`config.mk`:
```
export PLATFORM = sky130hd
export DESIGN_NAME = nibble_alu
export DESIGN_NICKNAME = d
export VERILOG_FILES = /design/src/rtl/nibble_alu.sv
export SDC_FILE = /design/constraint.sdc
export NUM_CORES = 1
export LEC_CHECK = 0
export BUFFER_PORTS_ARGS = -buffer_cell sky130_fd_sc_hd__buf_2
export CORE_MARGIN = 5
export CORE_UTILIZATION = 53
export DETAILED_ROUTE_END_ITERATION = 8
export GPL_TIMING_DRIVEN = 1
export PLACE_DENSITY = 0.92
export SYNTH_ARGS = -nofsm -noshare
export SYNTH_HDL_FRONTEND = slang
export SYNTH_SLANG_ARGS = --single-unit
```
`constraint.sdc`:
```
create_clock -name clk -period 2.3 [get_ports clk]
set_clock_uncertainty 0.2 [all_clocks]
set_input_delay 0.23 -clock clk [delete_from_list [all_inputs] [get_ports clk]]
set_output_delay 0.23 -clock clk [all_outputs]
set_load 0.005 [all_outputs]
```
`src/rtl/nibble_alu.sv`:
```
// nibble_alu: one-nibble (WIDTH-bit) ALU slice with a combinational result path and a
// one-cycle registered copy.
//
// The optional zero/overflow flags are built only when NIBBLE_ALU_FLAGS_EN is defined.
// Otherwise the zero and ovf ports are still present and are tied to 0.
//
// Ports
//   clk        in   clock; all state updates on its rising edge
//   rst        in   synchronous, active-high reset
//   cmd        in   ADD=0 SUB=1 AND=2 OR=3 XOR=4 LSHFT=5 RSHFT=6 PASS=7
//   carry_in   in   carry/borrow in for arithmetic; shift-in bit for shifts
//   d1, d2     in   operands; d2 is the only operand for shifts and PASS
//   in_valid   in   capture res/carry_out into res_q/carry_q on the next edge
//   res        out  combinational result
//   carry_out  out  combinational carry, borrow or shifted-out bit
//   res_q      out  registered res
//   carry_q    out  registered carry_out
//   out_valid  out  res_q/carry_q were captured on the last edge
//   zero       out  res == 0 (flags build only)
//   ovf        out  signed overflow of ADD/SUB (flags build only)
module nibble_alu #(
  parameter int unsigned WIDTH = 4
) (
  input  logic             clk,
  input  logic             rst,
  input  logic [2:0]       cmd,
  input  logic             carry_in,
  input  logic [WIDTH-1:0] d1,
  input  logic [WIDTH-1:0] d2,
  input  logic             in_valid,
  output logic [WIDTH-1:0] res,
  output logic             carry_out,
  output logic [WIDTH-1:0] res_q,
  output logic             carry_q,
  output logic             out_valid,
  output logic             zero,
  output logic             ovf
);

  typedef enum logic [2:0] {
    CmdAdd   = 3'd0,
    CmdSub   = 3'd1,
    CmdAnd   = 3'd2,
    CmdOr    = 3'd3,
    CmdXor   = 3'd4,
    CmdLshft = 3'd5,
    CmdRshft = 3'd6,
    CmdPass  = 3'd7
  } cmd_e;

  cmd_e             cmd_op;
  logic [WIDTH:0]   wide;
  logic [WIDTH-1:0] res_q_d;
  logic             carry_q_d;
  logic             out_valid_d;

  assign cmd_op = cmd_e'(cmd);

  // d1 is read only inside the arithmetic and logic arms, so an unknown d1 cannot
  // reach the outputs under shift or PASS.
  always_comb begin
    wide      = '0;
    res       = '0;
    carry_out = 1'b0;
    unique case (cmd_op)
      CmdAdd: begin
        wide      = {1'b0, d1} + {1'b0, d2} + {{WIDTH{1'b0}}, carry_in};
        res       = wide[WIDTH-1:0];
        carry_out = wide[WIDTH];
      end
      CmdSub: begin
        // The top bit of the extended difference is set exactly when a borrow occurs.
        wide      = {1'b0, d1} - {1'b0, d2} - {{WIDTH{1'b0}}, carry_in};
        res       = wide[WIDTH-1:0];
        carry_out = wide[WIDTH];
      end
      CmdAnd: res = d1 & d2;
      CmdOr:  res = d1 | d2;
      CmdXor: res = d1 ^ d2;
      CmdLshft: begin
        res       = {d2[WIDTH-2:0], carry_in};
        carry_out = d2[WIDTH-1];
      end
      CmdRshft: begin
        res       = {carry_in, d2[WIDTH-1:1]};
        carry_out = d2[0];
      end
      CmdPass: begin
        res       = d2;
        carry_out = carry_in;
      end
      default: begin
        res       = '0;
        carry_out = 1'b0;
      end
    endcase
  end

`ifdef NIBBLE_ALU_FLAGS_EN
  always_comb begin
    zero = (res == '0);
    ovf  = 1'b0;
    unique case (cmd_op)
      CmdAdd:  ovf = (d1[WIDTH-1] == d2[WIDTH-1]) && (res[WIDTH-1] != d1[WIDTH-1]);
      CmdSub:  ovf = (d1[WIDTH-1] != d2[WIDTH-1]) && (res[WIDTH-1] != d1[WIDTH-1]);
      default: ovf = 1'b0;
    endcase
  end
`else
  assign zero = 1'b0;
  assign ovf  = 1'b0;
`endif

  // Capture register: results are held while idle, and out_valid marks a fresh capture.
  always_comb begin
    res_q_d     = res_q;
    carry_q_d   = carry_q;
    out_valid_d = in_valid;
    if (in_valid) begin
      res_q_d   = res;
      carry_q_d = carry_out;
    end
  end

  always_ff @(posedge clk) begin
    if (rst) begin
      res_q     <= '0;
      carry_q   <= 1'b0;
      out_valid <= 1'b0;
    end else begin
      res_q     <= res_q_d;
      carry_q   <= carry_q_d;
      out_valid <= out_valid_d;
    end
  end

endmodule

```
==> Word-level counts from Yosys, hierarchy flattened <==
Cells that the tools add are included.
{ "totals": {"reg_bits": 6, "in_bits": 15, "output_inout_bits": 13, "word_cells": 20} }
{ "classes": {"n_addsub": 4, "eq_ne": 7, "n_mux": 2, "bitwise_logic": 3, "n_reduce_logical": 1} }
{ "ops": {"columns": ["op", "n"], "rows": [
  ["$pmux 4 s8", 1],
  ["$eq 3x3->1 const B", 4],
  ["$eq 3x2->1 const B", 2],
  ["$add 4x4->5", 1],
  ["$add 5x1->5", 1],
  ["$pmux 1 s5", 1],
  ["$sub 4x4->5", 1],
  ["$sub 5x1->5", 1],
  ["$and 4x4->4", 1],
  ["$or 4x4->4", 1],
  ["$xor 4x4->4", 1],
  ["$eq 3x1->1 const B", 1],
  ["$logic_not 3->1", 1]
]} }

==> Depth between registers and ports, before layout <==
Gate-level depths: netlist (run 1).
{ "logic_depth": {"depth_word": 3, "ltp_mapped": 9} }

==> Worst setup path before layout (run 1) <==
OpenSTA, ideal clock, no wires.
{ "synth_timing": {"path_type": "input -> output", "from": "in carry_in", "to": "out res[2]", "t_arrival_ps": 1770, "required_ps": 1870, "path_slack_ps": 100, "path_stages": 9, "path_cell_list": "inv_1 fa_1 inv_1 ha_1 o21a_1 nor3_2 nor2_1 o21a_1 nor2_1"} }
{ "synth_via": {"elab_chain_cells": 2} }
{ "synth_rtl": {"columns": ["item", "line", "source"], "rows": [
  ["start: declaration", "27", "input logic carry_in,"],
  ["$sub 5x1->5 / $add 5x1->5 (equally long branches)", "73, 67", null],
  ["$pmux 4 s8 *", "65", "unique case (cmd_op)"],
  ["end: declaration", "31", "output logic [WIDTH-1:0] res,"]
]} }
Every way passes the cells marked *; elsewhere a longest branch is shown, timed or not.

==> Worst setup path after layout (run 1) <==
{ "layout_timing": {"from": "in carry_in", "to": "out res[3]"} }
Same word-level chain as after synthesis.

==> impl_metrics.env, run 1 <==
export IMPL_finalCriticalPeriod_ns=2.48
export IMPL_synth_seq_area_share_pct=11.3
export IMPL_postLayoutCoreUtil_pct=69.9
export IMPL_synthTopCellsByArea="ha_1, dfxtp_1, mux2i_1, buf_6, fa_1"
export IMPL_drt_first_pass_iters=4
export IMPL_clk_latency_ns=0.24
export IMPL_syn_to_final_growth_pct=27.2
export IMPL_rsz0062_at_grt="true"
export IMPL_vias=1075
export IMPL_drv_cap=0
export IMPL_synth_top_flop_cell="dfxtp_1"
export IMPL_hpwl_um=2120
export IMPL_drive_gt1_share_pct=38.4
export IMPL_critPathMaxFanout=3
export IMPL_ys_ff_latch=6
export IMPL_die_h_um=54.9
export IMPL_n_antenna_cell=0
export IMPL_cp_slowest_cell="fa_1"
export IMPL_yosys_area_top_type_share_pct=16.4
export IMPL_wl_um=2950
export IMPL_placementRows=16
export IMPL_cts_buffer_depth=2
export IMPL_synth_edff_count=0
export IMPL_hold_viol_final=0
export IMPL_htree_levels=1
export IMPL_crit_path_cell_trace="buf_8 > inv_4 > fa_1 > inv_1 > ha_2 > o21a_4 > nor3_4 > xor2_1 > o21a_1 > nand2_1 > buf_2"
export IMPL_gr_total_overflow=0
export IMPL_placedCellCount=183
export IMPL_cts_inserted_buffers=3
export IMPL_power_density_nw_per_um2=384
export IMPL_core_area_um2=1940
export IMPL_cp_required_ns=1.87
export IMPL_fin_cells=191
export IMPL_vdd_drop_max_mv=0.370
export IMPL_cts_tree="yes"
export IMPL_hold_class="in -> reg"
export IMPL_cts_num_sinks=6
export IMPL_setup_violations=4
export IMPL_synth_area_um2=1070
export IMPL_grt_max_degree=19
export IMPL_die_w_um=54.9
export IMPL_fin_nets=198
export IMPL_drv_slew=0
export IMPL_avgRoutedWirePerCell_um=15.5
export IMPL_synthCells=130
export IMPL_p_leak_nw=0.659
export IMPL_ios=28
export IMPL_ant_nets=0
export IMPL_end_kind="output pin"
export IMPL_synthArstFlopShare_pct=0
export IMPL_antenna_found_initial=0
export IMPL_fin_tns_setup_ns=-0.466
export IMPL_die_area_um2=3010
export IMPL_clk_pin_slew_ns=0.04
export IMPL_route_detailed_drc=0
export IMPL_min_period_over_period_pct=108
export IMPL_start_kind="input port"
export IMPL_ys_top_cells_by_count="ha_1, inv_1, nor2_1"
export IMPL_syn_avg_cell_area_um2=8.21
export IMPL_status="finished, violations left"
export IMPL_arrival_ns=2.05
export IMPL_n_fill_cell=168
export IMPL_postCtsHoldBufs=0
export IMPL_grt_pass1_vias=1007
export IMPL_yosys_area_top_type="ha_1"
export IMPL_ys_types=39
export IMPL_failed_checks="negative setup slack"
export IMPL_layout_setup_ws_ns=-0.177
export IMPL_portBuffers=25
export IMPL_fmax_ghz=0.404
export IMPL_yosysWarnings=0
export IMPL_initial_core_util_pct=55.0
export IMPL_grt_pass1_wl_um=4580
export IMPL_cts_root_buffer="clkbuf_4"
export IMPL_place_gp_congestion=0.915
export IMPL_critical_path_class="in -> out"
export IMPL_vias_per_cell=5.63
export IMPL_slowest_delay_ns=0.59
export IMPL_dr_first_iter_drc_count=33
export IMPL_grt_util_all_layers_pct=20.8
-- cell families after synthesis --
family / synth area share (%)
compound gates: 23.1
flops: 11.3
other cells: 0.351
mux: 6.57
xor+xnor: 4.92
buf+inv: 13.5
simple gates: 18.3
fa+ha+maj: 22.0
-- layout make-up --
cell class	count	area, um^2	share of cell area (%)
Tap cell	27	33.8	2.49
Multi-Input combinational cell	101	860	63.3
Sequential cell	6	120	8.85
Clock buffer	3	22.5	1.66
Inverter	14	57.6	4.24
Timing Repair Buffer	40	264	19.4
-- cells in the final DEF, fill, tap and decap left out, types with 3 or more instances in the layout --
cell / netlist / final
o211ai_1: 3 / 3
buf_2: 1 / 22
a21oi_1: 8 / 7
dfxtp_1: 6 / 6
o21a_1: 4 / 3
ha_1: 14 / 12
mux2i_1: 7 / 7
clkbuf_4: 0 / 3
xnor2_1: 3 / 3
inv_1: 14 / 10
nand3_1: 3 / 3
nor2_1: 11 / 10
nand2b_1: 5 / 5
nand2_1: 7 / 7
buf_4: 2 / 15
-- power by group --
part	switching, mW	leakage (nW)	internal, mW
logic	0.160	0.596	0.148
clock network	0.0375	0.0138	0.0590
registers	0.00410	0.0497	0.113
total	0.201	0.659	0.320
-- worst paths after layout --
kind,slack [ns],cells after the start,startpoint,end
hold reg to reg,0.29,2,carry_q,carry_q
setup / recovery,-0.18,11,carry_in,res[3]
hold / removal,0.07,2,rst,res_q[0]
setup reg to reg,1.35,2,res_q[0],res_q[0]
-- timing repair --
| action | in CTS | in global routing |
|---|---|---|
| cloned | 0 | 0 |
| resized for setup | 13 | 8 |
| buffers inserted | 3 | 3 |
| pin swaps | 9 | 14 |
| setup endpoints to repair | 5 | 7 |
-- state kept, by name, indices dropped and copies added, names as in the netlist --
register / cells
out_valid: 1
carry_q: 1
res_q: 4
-- critical path: cells and delay by family --
family,cells,cell delay (ns)
fa+ha+maj,2,0.77
compound gates,2,0.36
buf+inv,4,0.29
simple gates,2,0.22
xor+xnor,1,0.18
-- metrics by stage --
step | power (mW) | hold slack [ns] | area (um^2) | worst slack, ns
after global placement | 0.364 | 0.280 | 1210 | -0.142
after global routing | 0.565 | 0.0529 | 1360 | -0.282
after CTS | 0.491 | 0.0484 | 1300 | -0.196
final | 0.521 | 0.0712 | 1360 | -0.177
after floorplan | 0.292 | 0.0979 | 1070 | 0.100
after detailed placement | 0.375 | 0.283 | 1210 | -0.210
-- routing by layer --
metal	global-route usage, %	wire length [um]	vias to the layer above
met4	7.05	66	0
met3	4.36	253	8
met2	34.8	1490	58
met1	25.9	1140	491
met5	0	0	-
li1	-	-	518
Power figures use the tool's default switching activity.
==> run 2, diff against run 1 <==
PLACE_DENSITY = 0.8   (was 0.92)
==> run 2 against run 1 <==
Against the previous run:
- the run still ends with negative setup slack left
- global-route usage shrank 1.7 points
- critical path depth unchanged
- combinational power down 1%
- highest routed layer unchanged
- via count rose by 0.84%
- worst hold slack worse by 0.025 ns
==> impl_metrics.env, run 2 (synthesized netlist as in run 1, its figures left out) <==
export IMPL_status="finished, violations left"
export IMPL_failed_checks="negative setup slack"
export IMPL_grt_pass1_wl_um=4130
export IMPL_dr_first_iter_drc_count=40
export IMPL_layout_common_cells="buf_2, buf_4, ha_1"
export IMPL_critical_path_class="in -> out"
export IMPL_grt_max_degree=19
export IMPL_n_fill_cell=165
export IMPL_cts_num_sinks=6
export IMPL_clk_latency_ns=0.24
export IMPL_die_h_um=54.9
export IMPL_p_leak_nw=0.664
export IMPL_antenna_found_initial=0
export IMPL_start_kind="input port"
export IMPL_place_gp_congestion=0.863
export IMPL_cts_root_buffer="clkbuf_4"
export IMPL_grt_util_all_layers_pct=19.1
export IMPL_critPathMaxFanout=3
export IMPL_vias_per_cell=5.68
export IMPL_rsz0062_at_grt="true"
export IMPL_die_area_um2=3010
export IMPL_grt_pass1_vias=1012
export IMPL_final_common_cell="buf_2"
export IMPL_syn_to_final_growth_pct=26.6
export IMPL_wl_um=2830
export IMPL_gr_total_overflow=0
export IMPL_cts_inserted_buffers=3
export IMPL_ios=28
export IMPL_drive_gt1_share_pct=37.8
export IMPL_cts_tree="yes"
export IMPL_cp_required_ns=1.87
export IMPL_hold_viol_final=0
export IMPL_core_area_um2=1940
export IMPL_hpwl_um=2040
export IMPL_top_register="res_q"
export IMPL_setup_violations=3
export IMPL_avgRoutedWirePerCell_um=14.8
export IMPL_drv_cap=0
export IMPL_min_period_over_period_pct=105
export IMPL_htree_levels=1
export IMPL_ant_nets=0
export IMPL_clk_pin_slew_ns=0.04
export IMPL_portBuffers=25
export IMPL_n_antenna_cell=0
export IMPL_drv_slew=0
export IMPL_fin_nets=198
export IMPL_dp_slack_ns=-0.179
export IMPL_layout_setup_ws_ns=-0.122
export IMPL_arrival_ns=1.99
export IMPL_finalCriticalPeriod_ns=2.42
export IMPL_die_w_um=54.9
export IMPL_route_detailed_drc=0
export IMPL_placedCellCount=183
export IMPL_largest_reg_flops=4
export IMPL_end_kind="output pin"
export IMPL_placementRows=16
export IMPL_drt_first_pass_iters=6
export IMPL_hold_class="in -> reg"
export IMPL_reg_top3="res_q x4, carry_q x1, out_valid x1"
export IMPL_power_density_nw_per_um2=380
export IMPL_vdd_drop_max_mv=0.178
export IMPL_fmax_ghz=0.413
export IMPL_cts_buffer_depth=2
export IMPL_vias=1084
export IMPL_fin_cells=191
export IMPL_initial_core_util_pct=55.0
[run 2: per-layer routing]
layer | part of all wire [%] | track usage, %
met5 | 0 | 0
met4 | 2.7 | 10.8
met3 | 7.6 | 1.36
met2 | 50 | 32.9
met1 | 40 | 23.0
[run 2: path summary, 6_finish.rpt]
| check | from | endpoint | slack [ns] | cells after the start |
|---|---|---|---|---|
| worst min register to register | res_q[2] | res_q[2] | 0.29 | 2 |
| worst min-delay path | rst | res_q[0] | 0.05 | 2 |
| worst max register to register | res_q[0] | res_q[0] | 1.38 | 2 |
| worst max-delay path | d1[0] | res[3] | -0.12 | 11 |
[run 2: power by group]
| group | internal (mW) | switching [mW] | total, mW |
|---|---|---|---|
| clock network | 0.0589 | 0.0365 | 0.0954 |
| logic | 0.148 | 0.154 | 0.303 |
| registers | 0.113 | 0.00324 | 0.116 |
[run 2: critical path: stages]
cell,delay [ns]
buf_8,0.08
inv_4,0.03
fa_2,0.60
inv_2,0.06
ha_4,0.15
o21a_1,0.20
nor3_2,0.17
xor2_1,0.16
o21a_1,0.14
nand2_1,0.05
buf_2,0.12
[run 2: timing repair]
action                     CTS  global route
hold buffers                 0             0
buffers inserted             4             1
setup endpoints to repair    5             5
resized for setup           10            10
hold endpoints to repair     0             0
pin swaps                    7            10
[run 2: layout make-up]
type                       instances  area, um^2  share of cell area [%]
multi-input combinational        101         853                    63.1
clock buffer                       3        22.5                    1.67
tap                               27        33.8                    2.50
timing repair buffer              40         264                    19.5
sequential                         6         120                    8.89
inverter                          14        57.6                    4.26
[run 2: per-stage QoR]
step / hold slack [ns] / util [%] / total power [mW] / area [um^2] / TNS (ns)
after floorplan: 0.0979 / - / 0.292 / 1070 / 0
after global placement: 0.272 / 62.5 / 0.365 / 1210 / -0.385
after detailed placement: 0.275 / 62.5 / 0.372 / 1210 / -0.767
after CTS: 0.0398 / 67.1 / 0.489 / 1300 / -0.302
after global routing: 0.0653 / 69.6 / 0.552 / 1350 / -0.521
final: 0.0458 / 69.6 / 0.514 / 1350 / -0.235
==> run 3, diff against run 2 <==
BUFFER_PORTS_ARGS = -buffer_cell sky130_fd_sc_hd__buf_4   (was -buffer_cell sky130_fd_sc_hd__buf_2)
TNS_END_PERCENT = 10   (was default)
clock period = 2.65 ns   (was 2.3 ns; I/O delays follow)
==> run 3 against run 2 <==
Against the previous run:
- the run now ends clean
- largest cell class unchanged
- core utilization shrank 3.8 points
- critical path type unchanged
- sequential share of layout area grew 0.51 points
- routed wire length shrank 12%
- combinational power shrank 22%
- power shrank 18%
- final cell count shrank 5.8%
- design area shrank 5.5%
- sequential power shrank 13%
- global-route usage shrank 2.0 points
- clock power shrank 11%
==> impl_metrics.env, run 3 (synthesized netlist as in run 1, its figures left out) <==
export IMPL_layout_common_cells="buf_4, ha_1, inv_1, nor2_1, a21oi_1"
export IMPL_dr_first_iter_drc_count=22
export IMPL_end_kind="output pin"
export IMPL_cp_slowest_cell="fa_1"
export IMPL_cpLargestDelayFamily="adder cells"
export IMPL_fin_tns_setup_ns=0
export IMPL_reg_top3="res_q x4, carry_q x1, out_valid x1"
export IMPL_crit_path_frequent_cell="buf_4"
export IMPL_total_power_mw=0.423
export IMPL_postCtsHoldBufs=0
export IMPL_grt_util_all_layers_pct=17.1
export IMPL_avgRoutedWirePerCell_um=13.9
export IMPL_placed_cell_area_um2=1200
export IMPL_swShare_pct=37.1
export IMPL_top_register="res_q"
export IMPL_drt_first_pass_iters=4
export IMPL_drive_gt1_share_pct=28.8
export IMPL_gr_total_overflow=0
export IMPL_ios=28
export IMPL_die_area_um2=3010
export IMPL_portBuffers=25
export IMPL_route_detailed_drc=0
export IMPL_cp_required_ns=2.18
export IMPL_critPathMaxFanout=4
export IMPL_fin_nets=187
export IMPL_seqPwrFrac_pct=24.0
export IMPL_syn_to_final_growth_pct=19.7
export IMPL_status="completed"
export IMPL_final_common_cell="buf_4"
export IMPL_hpwl_um=1900
export IMPL_fin_cells=180
export IMPL_start_kind="input port"
export IMPL_cts_num_sinks=6
export IMPL_drv_cap=0
export IMPL_placementRows=16
export IMPL_finalCriticalPeriod_ns=2.64
export IMPL_p_comb_share_pct=55.8
export IMPL_place_gp_congestion=0.919
export IMPL_core_area_um2=1940
export IMPL_htree_levels=1
export IMPL_grt_max_degree=19
export IMPL_p_int_mw=0.266
export IMPL_hold_class="in -> reg"
export IMPL_cts_inserted_buffers=3
export IMPL_die_w_um=54.9
export IMPL_largest_reg_flops=4
export IMPL_vdd_drop_max_mv=0.181
export IMPL_power_switching_mw=0.157
export IMPL_hold_viol_final=0
export IMPL_initial_core_util_pct=55.0
export IMPL_antenna_found_initial=0
export IMPL_cts_buffer_depth=2
export IMPL_setup_violations=0
export IMPL_die_h_um=54.9
export IMPL_cts_tree="yes"
export IMPL_fmax_ghz=0.378
export IMPL_power_density_nw_per_um2=331
export IMPL_n_antenna_cell=0
export IMPL_clk_latency_ns=0.25
export IMPL_arrival_ns=2.18
export IMPL_placedCellCount=173
export IMPL_vias=1004
export IMPL_slowest_delay_ns=0.58
export IMPL_crit_path_cell_trace="buf_4 > inv_4 > fa_1 > inv_1 > ha_2 > xnor2_1 > nand2_1 > a21oi_1 > a22oi_1 > buf_4"
export IMPL_n_fill_cell=176
export IMPL_drv_slew=0
export IMPL_min_period_over_period_pct=99.8
export IMPL_clk_pin_slew_ns=0.04
export IMPL_critical_path_class="in -> out"
export IMPL_grt_pass1_vias=856
export IMPL_clkPwrFrac_pct=20.2
export IMPL_p_leak_nw=0.616
export IMPL_fin_area_um2=1280
export IMPL_vias_per_cell=5.58
export IMPL_grt_pass1_wl_um=3770
export IMPL_wl_um=2500
export IMPL_crit_buf_inv=4
export IMPL_ant_nets=0
export IMPL_cts_root_buffer="clkbuf_4"
-- run 3: path summary, 6_finish.rpt --
path	from	depth (start not counted)	endpoint	slack [ns]
max	d1[0]	10	res[0]	0.006
min reg2reg	res_q[3]	2	res_q[3]	0.29
max reg2reg	res_q[0]	2	res_q[0]	1.73
min	rst	2	res_q[0]	0.03
-- run 3: metrics by stage --
step                hold slack (ns)  util (%)  setup WS, ns
global placement              0.278      61.9        0.0945
global route                 0.0355      65.8        -0.120
finish                       0.0329      65.8       0.00644
floorplan                     0.133         -         0.380
CTS                          0.0250      63.0        0.0481
detailed placement            0.287      61.9        0.0497
-- run 3: cell type report --
| cell class | count | area, um^2 | share of cell area (%) |
|---|---|---|---|
| multi-input cells | 101 | 810 | 63.4 |
| clock buffers | 3 | 22.5 | 1.76 |
| flip-flops and latches | 6 | 120 | 9.40 |
| repair buffers | 29 | 234 | 18.3 |
| well taps | 27 | 33.8 | 2.64 |
| inverters | 14 | 57.6 | 4.51 |
-- run 3: routing by layer --
layer,vias to the layer above,global-route usage (%),wire [um]
li1,501,-,-
met1,462,23.2,1100
met2,34,27.6,1190
met3,7,1.09,143
met4,0,7.05,70
met5,-,0,0
-- run 3: power by group through the flow --
stage	logic, mW	clock network, mW	registers, mW
floorplan	0.150	0	0.104
global placement	0.213	0	0.103
detailed placement	0.217	0	0.103
CTS	0.217	0.0887	0.101
global route	0.263	0.0904	0.102
finish	0.236	0.0853	0.101
-- run 3: worst register-to-register path: cells and delay by family, from the launching register on --
family / cells / cell delay [ns]
AOI/OAI and AO/OA: 2 / 0.31
DFF: 1 / 0.33
-- run 3: repair_timing --
| item | 4_1_cts | 5_1_grt |
|---|---|---|
| resized for setup | 0 | 10 |
| setup endpoints to repair | 0 | 3 |
| buffers inserted | 0 | 4 |
